File: src/rtl/uio_tx_pkg.sv
// uio_tx_pkg: state encodings, pin-enable constants and default parameters for uio_byte_tx
package uio_tx_pkg;
  typedef enum logic [1:0] {
    ST_IDLE    = 2'd0,
    ST_SETUP   = 2'd1,
    ST_STROBE  = 2'd2,
    ST_RELEASE = 2'd3
  } state_t;
  localparam logic [7:0] OE_DRIVE   = 8'hFF;
  localparam logic [7:0] OE_RELEASE = 8'h00;
  localparam int DEF_DEPTH       = 4;
  localparam int DEF_SETUP_CYC   = 2;
  localparam int DEF_TIMEOUT_CYC = 255;
endpackage

File: src/rtl/uio_byte_tx_if.sv
// uio_byte_tx_if: byte push handshake plus uio pin/strobe/ack bundle
interface uio_byte_tx_if;
  logic [7:0] in_data;
  logic       in_valid;
  logic       in_ready;
  logic [7:0] data_o;
  logic [7:0] oe_o;
  logic       stb_o;
  logic       ack_i;
  modport master (output in_data, in_valid, ack_i, input in_ready, data_o, oe_o, stb_o);
  modport slave  (input in_data, in_valid, ack_i, output in_ready, data_o, oe_o, stb_o);
endinterface

File: src/rtl/uio_byte_fifo.sv
// uio_byte_fifo: power-of-two byte FIFO with head data visible combinationally
module uio_byte_fifo import uio_tx_pkg::*; #(
  parameter int DEPTH = DEF_DEPTH,
  parameter int CW    = $clog2(DEPTH + 1)
) (
  input  logic          clk,
  input  logic          rst_n,
  input  logic          push,
  input  logic          pop,
  input  logic [7:0]    wdata,
  output logic [7:0]    rdata,
  output logic          full,
  output logic          empty,
  output logic [CW-1:0] count
);
  localparam int AW = $clog2(DEPTH);
  logic [7:0] mem [DEPTH];
  logic [AW-1:0] wp, rp;
  logic do_push, do_pop;
  assign full    = count == CW'(DEPTH);
  assign empty   = count == '0;
  assign do_push = push && !full;
  assign do_pop  = pop && !empty;
  assign rdata   = mem[rp];
  always_ff @(posedge clk)
    if (do_push) mem[wp] <= wdata;
  always_ff @(posedge clk or negedge rst_n)
    if (!rst_n) begin
      wp    <= '0;
      rp    <= '0;
      count <= '0;
    end else begin
      wp    <= wp + AW'(do_push);
      rp    <= rp + AW'(do_pop);
      count <= count + CW'(do_push) - CW'(do_pop);
    end
endmodule

File: src/rtl/uio_byte_tx.sv
// uio_byte_tx: FIFO-fed byte sender onto uio pins with strobe/ack handshake; timeout via UIO_TX_TIMEOUT_EN
module uio_byte_tx import uio_tx_pkg::*; #(
  parameter int DEPTH       = DEF_DEPTH,
  parameter int SETUP_CYC   = DEF_SETUP_CYC,
  parameter int TIMEOUT_CYC = DEF_TIMEOUT_CYC
) (
  input  logic          clk,
  input  logic          rst_n,
  uio_byte_tx_if.slave  bus,
  output logic          busy_o,
  output logic          err_o,
  input  logic          clr_err_i
);
  localparam int CW = $clog2(DEPTH + 1);
  localparam int SW = $clog2(SETUP_CYC + 1);
  state_t state;
  logic [7:0] head, data_q, oe_q;
  logic stb_q, full, empty, ack_m, ack_s, tmo;
  logic [CW-1:0] count;
  logic [SW-1:0] scnt;
  uio_byte_fifo #(.DEPTH(DEPTH)) u_fifo (
    .clk   (clk),
    .rst_n (rst_n),
    .push  (bus.in_valid),
    .pop   (state == ST_IDLE),
    .wdata (bus.in_data),
    .rdata (head),
    .full  (full),
    .empty (empty),
    .count (count)
  );
  assign bus.in_ready = !full;
  assign bus.data_o   = data_q;
  assign bus.oe_o     = oe_q;
  assign bus.stb_o    = stb_q;
  assign busy_o       = state != ST_IDLE || count != '0;
  always_ff @(posedge clk or negedge rst_n)
    if (!rst_n) {ack_s, ack_m} <= 2'b00;
    else {ack_s, ack_m} <= {ack_m, bus.ack_i};
`ifdef UIO_TX_TIMEOUT_EN
  localparam int TW = $clog2(TIMEOUT_CYC + 1);
  logic [TW-1:0] wcnt;
  logic err_q;
  assign tmo   = (state == ST_STROBE || state == ST_RELEASE) && wcnt == TW'(TIMEOUT_CYC - 1);
  assign err_o = err_q;
  // wcnt restarts whenever the handshake advances, so each phase gets its own budget
  always_ff @(posedge clk or negedge rst_n)
    if (!rst_n) begin
      wcnt  <= '0;
      err_q <= 1'b0;
    end else begin
      wcnt  <= ((state == ST_STROBE && !ack_s) || (state == ST_RELEASE && ack_s)) && !tmo ? wcnt + 1'b1 : '0;
      err_q <= tmo || (err_q && !clr_err_i);
    end
`else
  assign tmo   = 1'b0;
  assign err_o = clr_err_i & TIMEOUT_CYC[0] & 1'b0;
`endif
  always_ff @(posedge clk or negedge rst_n)
    if (!rst_n) begin
      state  <= ST_IDLE;
      data_q <= 8'h00;
      oe_q   <= OE_RELEASE;
      stb_q  <= 1'b0;
      scnt   <= '0;
    end else begin
      case (state)
        ST_IDLE:
          if (!empty) begin
            state  <= ST_SETUP;
            data_q <= head;
            oe_q   <= OE_DRIVE;
            scnt   <= '0;
          end
        ST_SETUP:
          if (scnt == SW'(SETUP_CYC - 1)) begin
            state <= ST_STROBE;
            stb_q <= 1'b1;
          end else scnt <= scnt + 1'b1;
        ST_STROBE:
          if (ack_s) begin
            state <= ST_RELEASE;
            stb_q <= 1'b0;
          end else if (tmo) begin
            state <= ST_IDLE;
            stb_q <= 1'b0;
            oe_q  <= OE_RELEASE;
          end
        ST_RELEASE:
          if (!ack_s || tmo) begin
            state <= ST_IDLE;
            oe_q  <= OE_RELEASE;
          end
      endcase
    end
endmodule
File: src/flat_wrapper.sv
// flat-port wrapper written by rule: the top's interface ports become plain ports
module uio_byte_tx_flat import uio_tx_pkg::*;
#(
  parameter int DEPTH       = DEF_DEPTH,
  parameter int SETUP_CYC   = DEF_SETUP_CYC,
  parameter int TIMEOUT_CYC = DEF_TIMEOUT_CYC
)
  (clk, rst_n, busy_o, err_o, clr_err_i, bus_in_data, bus_in_valid, bus_ack_i, bus_in_ready, bus_data_o, bus_oe_o, bus_stb_o);
  uio_byte_tx_if bus_i ();
  input  logic clk;
  input  logic rst_n;
  output logic busy_o;
  output logic err_o;
  input  logic clr_err_i;
  input wire logic [$bits(bus_i.in_data)-1:0] bus_in_data;
  input wire logic [$bits(bus_i.in_valid)-1:0] bus_in_valid;
  input wire logic [$bits(bus_i.ack_i)-1:0] bus_ack_i;
  output wire logic [$bits(bus_i.in_ready)-1:0] bus_in_ready;
  output wire logic [$bits(bus_i.data_o)-1:0] bus_data_o;
  output wire logic [$bits(bus_i.oe_o)-1:0] bus_oe_o;
  output wire logic [$bits(bus_i.stb_o)-1:0] bus_stb_o;
  assign bus_i.in_data = bus_in_data;
  assign bus_i.in_valid = bus_in_valid;
  assign bus_i.ack_i = bus_ack_i;
  assign bus_in_ready = bus_i.in_ready;
  assign bus_data_o = bus_i.data_o;
  assign bus_oe_o = bus_i.oe_o;
  assign bus_stb_o = bus_i.stb_o;
  uio_byte_tx #(.DEPTH(DEPTH), .SETUP_CYC(SETUP_CYC), .TIMEOUT_CYC(TIMEOUT_CYC)) u_core (.clk(clk), .rst_n(rst_n), .bus(bus_i), .busy_o(busy_o), .err_o(err_o), .clr_err_i(clr_err_i));
endmodule
File: config.mk
export PLATFORM = sky130hd
export DESIGN_NAME = uio_byte_tx_flat
export DESIGN_NICKNAME = d
export VERILOG_FILES = /design/src/rtl/uio_tx_pkg.sv /design/src/rtl/uio_byte_tx_if.sv /design/src/rtl/uio_byte_fifo.sv /design/src/rtl/uio_byte_tx.sv /design/src/flat_wrapper.sv
export SDC_FILE = /design/constraint.sdc
export NUM_CORES = 1
export LEC_CHECK = 0
export BUFFER_PORTS_ARGS = -buffer_cell sky130_fd_sc_hd__buf_2
export CORE_ASPECT_RATIO = 1.75
export CORE_MARGIN = 5
export CORE_UTILIZATION = 60
export DETAILED_ROUTE_END_ITERATION = 8
export HOLD_SLACK_MARGIN = 0.12
export PLACE_DENSITY = 0.84
export SETUP_SLACK_MARGIN = 0.15
export SLEW_MARGIN = 20
export SYNTH_ARGS = -nofsm -noshare
export SYNTH_HDL_FRONTEND = slang
export SYNTH_SLANG_ARGS = --single-unit
File: constraint.sdc
create_clock -name clk -period 6.31 [get_ports clk]
set_clock_uncertainty 0.05 [all_clocks]
set_input_delay 1.5775 -clock clk [delete_from_list [all_inputs] [get_ports clk]]
set_output_delay 1.5775 -clock clk [all_outputs]
set_load 0.05 [all_outputs]
-- Yosys cells after proc, flatten, opt, wreduce, memory -nomap -nowiden
Memories as Yosys holds them, arrays and structs flattened. A register that Yosys moved wholly into a read port is not among the register bits.
Cells that the tools add are included.
- add/subtract/negate cells: 5
- multipliers: 0
- divide/modulo/power cells: 0
- $lt $le $gt $ge: 0
- equal/unequal tests: 10
- shift operators: 0
- mux-type cells: 16
- bitwise logic cells: 1
- reduce and logical (&&, ||, !) cells: 18
- operators with widths (kind ; count):
    $mux 8 ; 2
    $pmux 8 s2 ; 1
    $mux 2 ; 6
    $reduce_and 3->1 ; 3
    $pmux 2 s4 ; 1
    $reduce_bool 2->1 ; 4
    $ne 2x2->1 const B ; 3
    $add 2x1->2 ; 2
    $eq 2x1->1 const B ; 2
    $eq 2x2->1 const B ; 2
    $mux 1 ; 4
    $ne 2x1->1 const B ; 2
    $pmux 2 s2 ; 1
    $reduce_and 4->1 ; 1
    $add 3x1->3 ; 1
    $eq 3x3->1 const B ; 1
    $logic_not 1->1 ; 3
    $logic_not 3->1 ; 1
    $reduce_bool 3->1 ; 1
    $sub 3x1->3 ; 1
    $add 2x1->2 const B ; 1
    $logic_and 1x1->1 ; 2
    $logic_not 2->1 ; 1
    $pmux 1 s2 ; 1
    other kinds (3) ; 3
- register bits: 22
- bits in latches: 0
- memory bits (writable): 32
- memory bits (read-only): 0
- input bits: 13
- output and inout bits: 20
- word-level logic and storage cells: 60
- memories: 1
- memory list (name ; depth ; bits a word ; rd ports ; clocked after Yosys merged registers in ; wr ports ; line ; source):
    u_core.u_fifo.mem ; 4 ; 8 ; 1 ; 1 ; 1 ; uio_byte_fifo.sv:17 ; logic [7:0] mem [DEPTH];

-- Depth between registers and ports, before layout
Gate-level depths: netlist of the first run.
- depth in word-level cells: 5
- gate-level depth with buffers: 9
- depth with buffers taken out: 8

-- Cells and area by module
From an unflattened synthesis of the first run, not the netlist that was laid out.
- cells, all modules: 144
- area, all modules: 2389.8 um2
- by module, submodules not included (module ; times used ; cells an instance ; area an instance (um2) ; sequential area each (um2)):
    uio_byte_fifo ; 1 ; 73 ; 1546.5 ; 1136.1
    uio_byte_tx ; 1 ; 71 ; 843.3 ; 400.4

-- Worst setup path after synthesis of the first run
No wires, ideal clock.
- kind: register to output
- start point: reg u_core.state[0]
- end point: out busy_o
- data arrival time: 1270 ps
- required time: 4682 ps
- path slack: 3413 ps
- stages on the path, launching flop included: 5
- path buffers: 0
- cells stage by stage: dfrtp_1 inv_1 ha_1 nor4b_4 inv_1
- longest elaborated chain between the ends: 2
- ends and longest elaborated chain (item ; line ; source):
    start: declaration ; uio_byte_tx.sv:16 ; state_t state;
    start signal: assignment ; uio_byte_tx.sv:61 ; state <= ST_IDLE;
    start signal: assignment ; uio_byte_tx.sv:70 ; state <= ST_SETUP;
    start signal: assignment ; uio_byte_tx.sv:77 ; state <= ST_STROBE;
    $reduce_bool 2->1 ; uio_byte_tx.sv:36 ; assign busy_o = state != ST_IDLE || count != '0;
    $logic_or 1x1->1 ; uio_byte_tx.sv:36 ;
    end: declaration ; flat_wrapper.sv:12 ; output logic busy_o;
Every way passes these cells.

-- Worst setup path in the final report of the first run
Ends and elaborated chain as after synthesis.

==> reports/results.ini, run 1 <==
[global_routing]
met3_usage_pct = 4.07
antenna_found_initial = 0
gr-total-overflow = 0
grt_max_degree = 24
grt_pass1_wl_um = 6150
met1_usage_pct = 15.9
use_met2_pct = 29.0
busiest_layer = met2
grt_pass1_vias = 1327
grt_util_all_layers_pct = 15.5

[floorplan]
die_h_um = 91.7
start_util_pct = 62.4
core_area_sq_mm = 0.00366
std_cell_rows = 29
die_x_um = 56.7
boundaryPins = 33
die-area_sq_mm = 0.00520

[drt]
drc_errors = 0
drt-vias-per-instance = 5.61
drtAntennaViolNets = 0
wl_per_cell_um = 16.3
dr.first_iter.drc_count = 38
wl_um = 3650
vias = 1250
dr.pass1.iters = 4

[final_layout]
final_area_sq_mm = 0.00255
layout_commonest_cell = edfxtp_1
drive_gt1_share_pct = 30.5
stdcell_count = 223
area_growth_pct = 11.3
antenna_cells = 0
fillers = 257
layout_common_cells = 32 x edfxtp_1, 30 x buf_2, 27 x nand2_1, 23 x dfrtp_1, 8 x mux4_2
nets = 197
fin_util_pct = 69.5

[clocking]
path_clk_slew_ps = 90
postCtsHoldBufs = 0
clock_latency_ps = 290
cts_setup_buffers = 0
clockRootBuffer = clkbuf_8
clock-sinks = 55
clock_path_buffers = 2
numCtsBuffers = 5
htreeDepth = 2
cts_tree = yes
cts_resized = 0

[pwr]
irDropWorstVdd_v = 0.000357
power_density_mw_per_mm2 = 556
leakagePower_nw = 1.03
total_power_mw = 1.42

[timing]
layout_min_cycle_time_ps = 3420
worst_slack_ps = 2890
slew_violations = 0
worst_slew_pin_slew_ps = 708
setup_violations = 0
hold_ws_ps = 317
finalSetupTns_ps = 0
relSlewSlack_pct = 52.6
fin_crit_sh_pct = 54.2
timing.fmax_mhz = 292
finalHoldViolCount = 0
rsz0062_at_grt = false

[synthesis]
async_flop_share_pct = 41.8
ys_seq_area_share_pct = 67.1
synth_xor_area_share_pct = 2.30
synthFlopType = edfxtp_1
synth_edf_count = 32
synth_area_sq_mm = 0.00229
netlist_instances = 149
yosysWarnings = 0
synth.avg_cell_area_sq_um = 15.4
synth_compound_area_share_pct = 3.39
synthSimpleGateAreaFrac_pct = 9.35
synthesis.nets = 170
ys_seq_elements = 55
synth_top_family_by_area = simple AND/OR/NAND/NOR gates
synth_adder_area_share_pct = 4.70
ys_types = 32
synth.mux.area_fraction_pct = 8.80

[setup_path]
cpPeakStageDelay_ps = 420
crit_fanout = 7
critPathLaunchType = flop
cp.arrival_ps = 1790
cp_top_family = flip-flops
reg2reg_slack_ps = 3940
worstReg2RegEnd = u_core.u_fifo.count[2]$_DFF_PN0_
rr_worst_depth = 8
worstPathBufferInverterCount = 3
cp_slowest_cell = dfrtp_1
path_cells = inv_1 > ha_1 > nor4b_4 > inv_1 > buf_2
crit_required_ps = 4680
worstSetupPathType = flop to output pin
r2r-start = u_core.state[0]$_DFFE_PN0P_
crit_path_end_kind = output pin
path_common_cell = inv_1

[worst_hold_path]
min-delay-path-class = flop to flop
hold_end = u_core.ack_s$_DFF_PN0_
hold_path_startpoint = u_core.ack_m$_DFF_PN0_
hold_depth = 0

[placed_design]
dpl_cell_area_sq_mm = 0.00244
post-dp-hpwl_um = 2830
dpl_worst_slack_ps = 3230
dp_cells = 215
gp_congestion = 0.832
port_buffers = 30

[job]
max_cap_violations = 0

[run_status]
run_status = complete, no violations

==> layout make-up <==
| class | instances | area, sq um | share of cell area (%) |
|---|---|---|---|
| Clock inverter | 1 | 30.0 | 1.18 |
| Tap cell | 46 | 57.6 | 2.26 |
| Sequential cell | 55 | 1540 | 60.3 |
| Multi-Input combinational cell | 77 | 667 | 26.2 |
| Inverter | 6 | 22.5 | 0.884 |
| Clock buffer | 7 | 76.3 | 3.00 |
| Timing Repair Buffer | 31 | 158 | 6.19 |
==> Yosys cell counts (2+ instances only) <==
cell	number	area (sq um)
edfxtp_1	32	961
nand2_1	27	101
dfrtp_1	23	576
buf_4	8	60.1
mux4_2	8	180
ha_1	7	87.6
inv_1	5	18.8
xnor2_1	5	43.8
o21ai_0	4	20.0
nand3_1	3	15.0
nor2_1	3	11.3
clkbuf_1	2	7.51
nor3b_1	2	15.0
o311ai_0	2	17.5
==> kinds of logic (layout without fill, tap and decap cells) <==
family,count (synthesis),after routing
simple gates,42,42
mux,10,10
compound gates,10,10
buf+inv,17,45
other cells,1,1
xor+xnor,6,6
flops,55,55
fa+ha+maj,8,8
==> report_power, final <==
part	total, mW	internal, mW	switching, mW
logic	0.602	0.213	0.389
registers	0.595	0.499	0.0968
clock network	0.219	0.119	0.0999
==> metal layers <==
layer,routed length [um],up-vias,part of all wire [%]
met5,0,-,0
met4,51,0,1.4
met3,194,6,5.3
met2,2140,39,59
met1,1260,630,35
li1,-,575,-
==> how the worst max path moves through the flow <==
stage,endpoint,slack (ps),cells past startpoint,start
after floorplan,busy_o,3410,4,u_core.state[0]$_DFFE_PN0P_
after global placement,u_core.u_fifo.mem[1][0]$_DFFE_PP_,3050,3,bus_in_valid
after detailed placement,busy_o,3230,5,u_core.state[0]$_DFFE_PN0P_
after CTS,busy_o,2890,5,u_core.state[0]$_DFFE_PN0P_
after global routing,busy_o,2800,5,u_core.state[0]$_DFFE_PN0P_
final,busy_o,2890,5,u_core.state[0]$_DFFE_PN0P_
==> registers in the layout (all words and copies together) (netlist names) <==
signal / flops
u_core.bus.data_o: 8
u_core.bus.stb_o: 1
u_core.ack_m: 1
u_core.u_fifo.rp: 2
u_core.u_fifo.wp: 2
u_core.u_fifo.count: 3
u_core.bus.oe_o: 1
u_core.scnt: 2
u_core.state: 2
u_core.u_fifo.mem: 32
u_core.ack_s: 1
==> worst register-to-register path, stage by stage (launching register included) <==
cell and delay, ps:
dfrtp_1 420, inv_1 120, ha_1 290, o31a_2 340, xnor2_1 110, ha_1 230, fa_1 420, xnor2_1 180
xnor2_1 150
No activity file was read; power rests on OpenSTA's default activity.
==> run 2: changes to the inputs <==
- CORE_UTILIZATION: 60 -> 56
- PLACE_DENSITY: 0.84 -> 0.79
- clock period: 6.31 -> 3.29 ns (I/O delays scaled with it)
==> run 2 against run 1 <==
Effect of this change:
- total power increased by 86%
- worst hold slack worse by 5.4 ps
- flip-flop and latch count is the same
- design area decreased by 0.59%
- critical path type unchanged
- critical path depth is the same
- register-to-register slack worse by 3000 ps
- count of clock-buffer cells in the layout down 2
- wire length decreased by 0.60%
- sequential power grew 92%
- global-route usage is 0.45 points lower
- final cell count up 1.8%
- critical endpoint unchanged
- non-clock buffer count increased by 2
==> reports/results.ini, run 2 (synthesis results as in run 1) <==
[setup_path]
reg2reg_slack_ps = 930  ; -3010 ps
worstReg2RegEnd = u_core.u_fifo.count[2]$_DFF_PN0_
rr_worst_depth = 8  ; unchanged
worstSetupPathType = flop to output pin
crit_required_ps = 2420  ; -2260 ps
crit_path_end_kind = output pin
crit_fanout = 7  ; unchanged
cp.arrival_ps = 1760  ; -30 ps
r2r-start = u_core.state[0]$_DFFE_PN0P_
critPathLaunchType = flop

[drt]
vias = 1230  ; -1.6%
drt-vias-per-instance = 5.42  ; -3.3%
wl_um = 3620  ; -0.60%
drc_errors = 0  ; unchanged
drtAntennaViolNets = 0  ; unchanged
wl_per_cell_um = 16.0  ; -2.4%
dr.pass1.iters = 4  ; unchanged
dr.first_iter.drc_count = 57  ; +50%

[pwr]
p_int_mw = 1.51  ; +82%
p_clk_share_pct = 13.1  ; -2.3 points
irDropWorstVdd_v = 0.000496  ; +39%
leakagePower_nw = 1.02  ; -0.52%
sw_frac_of_total_pct = 42.4  ; +1.1 points
power_density_mw_per_mm2 = 1040  ; +87%
pwr-share-seq_pct = 43.4  ; +1.4 points
pwr-share-comb_pct = 43.6  ; +1.1 points
power.net_switching_mw = 1.11  ; +90%

[worst_hold_path]
min-delay-path-class = flop to flop
hold_path_startpoint = u_core.ack_m$_DFF_PN0_
hold_depth = 0  ; unchanged
hold_end = u_core.ack_s$_DFF_PN0_

[placed_design]
port_buffers = 30  ; unchanged
gp_congestion = 0.834  ; +0.25%
post-dp-hpwl_um = 2740  ; -3.0%
dpl_cell_area_sq_mm = 0.00245  ; +0.31%

[final_layout]
final_area_sq_mm = 0.00253  ; -0.59%
layout_commonest_cell = edfxtp_1
nets = 199  ; +1.0%
layout_common_cells = 32 x edfxtp_1, 30 x buf_2, 27 x nand2_1, 23 x dfrtp_1, 8 x mux4_2
area_growth_pct = 10.7
drive_gt1_share_pct = 30.2  ; -0.34 points
antenna_cells = 0  ; unchanged
largest_register = u_core.u_fifo.mem
largest_register_ffs = 32  ; unchanged
fin_util_pct = 64.9  ; -4.6 points

[floorplan]
core_area_sq_mm = 0.00390  ; +6.5%
die_h_um = 94.6  ; +3.1%
start_util_pct = 58.6  ; -3.8 points
std_cell_rows = 30  ; +3.4%
boundaryPins = 33  ; unchanged
die-area_sq_mm = 0.00552  ; +6.1%
die_x_um = 58.3  ; +2.9%

[global_routing]
gr-total-overflow = 0  ; unchanged
grt_pass1_vias = 1274  ; -4.0%
grt_util_all_layers_pct = 15.0  ; -0.45 points
antenna_found_initial = 0  ; unchanged
grt_pass1_wl_um = 6110  ; -0.55%
grt_max_degree = 24  ; unchanged

[timing]
setup_violations = 0  ; unchanged
timing.fmax_mhz = 380
fin_crit_sh_pct = 79.9
slew_violations = 0  ; unchanged
rsz0062_at_grt = false
worst_slew_pin_slew_ps = 715  ; +6.93 ps
relSlewSlack_pct = 52.0  ; -0.54 points
finalHoldViolCount = 0  ; unchanged
finalSetupTns_ps = 0  ; unchanged
layout_min_cycle_time_ps = 2630

[run_status]
run_status = complete, no violations

[clocking]
numCtsBuffers = 5  ; unchanged
clockRootBuffer = clkbuf_8
postCtsHoldBufs = 0  ; unchanged
clock_path_buffers = 2  ; unchanged
cts_tree = yes
cts_resized = 0  ; unchanged
clock_latency_ps = 300  ; about the same
htreeDepth = 2  ; unchanged
cts_setup_buffers = 0  ; unchanged
clock-sinks = 55  ; unchanged
path_clk_slew_ps = 90  ; about the same

[job]
max_cap_violations = 0  ; unchanged

[run 2: changes by cell type in the layout (fill, tap and decap cells not counted), sizes merged]
cell / before / now
buf: 31 / 33
clkbuf: 7 / 5
clkinv: 0 / 2
clkinvlp: 0 / 1
bufinv: 1 / 0
[run 2: critical path: stages (launching register included)]
cell     delay (ps)
dfrtp_1         410
inv_1           110
ha_1            270
nor4b_4         390
inv_1            60
buf_2           220
[run 2: through the flow]
step           hold slack (ps)  setup slack [ps]  cells  power [mW]
5_1_grt                    334               488    227        2.80
4_1_cts                    319               652    227        2.66
2_1_floorplan              281              1000    149        2.08
3_5_place_dp               298               913    219        2.32
3_3_place_gp               290              1020    219        2.25
6_report                   311               661    227        2.63
[run 2: worst max path at each step]
stage | depth (start not counted) | end | start | slack (ps)
6_report | 5 | busy_o | u_core.state[0]$_DFFE_PN0P_ | 660
5_1_grt | 5 | busy_o | u_core.state[0]$_DFFE_PN0P_ | 490
4_1_cts | 5 | busy_o | u_core.state[0]$_DFFE_PN0P_ | 650
3_5_place_dp | 8 | u_core.u_fifo.count[2]$_DFF_PN0_ | u_core.state[0]$_DFFE_PN0P_ | 910
3_3_place_gp | 5 | busy_o | u_core.state[0]$_DFFE_PN0P_ | 1020
2_1_floorplan | 9 | u_core.u_fifo.count[2]$_DFF_PN0_ | u_core.state[0]$_DFFE_PN0P_ | 1000
[run 2: layout make-up]
class	count	area (sq um)
inverter	6	22.5
timing repair buffer	33	173
fill	289	1370
tap	48	60.1
sequential	55	1540
multi-input combinational	77	657
clock buffer	5	68.8
clock inverter	3	15.0
[run 2: routing by layer]
metal | up-vias | part of all wire, % | routed length (um) | GRT usage, %
li1 | 584 | - | - | -
met1 | 609 | 36 | 1300 | 16.3
met2 | 33 | 57 | 2060 | 27.1
met3 | 4 | 6.0 | 216 | 3.15
met4 | 0 | 1.3 | 46 | 6.96
met5 | - | 0 | 0 | 0
[run 2: power by group through the flow]
stage | logic, mW | registers [mW] | clock network [mW]
2_1_floorplan | 0.796 | 1.28 | 0
3_3_place_gp | 1.11 | 1.14 | 0
3_5_place_dp | 1.16 | 1.16 | 0
4_1_cts | 1.16 | 1.14 | 0.357
5_1_grt | 1.25 | 1.17 | 0.384
6_report | 1.14 | 1.14 | 0.343
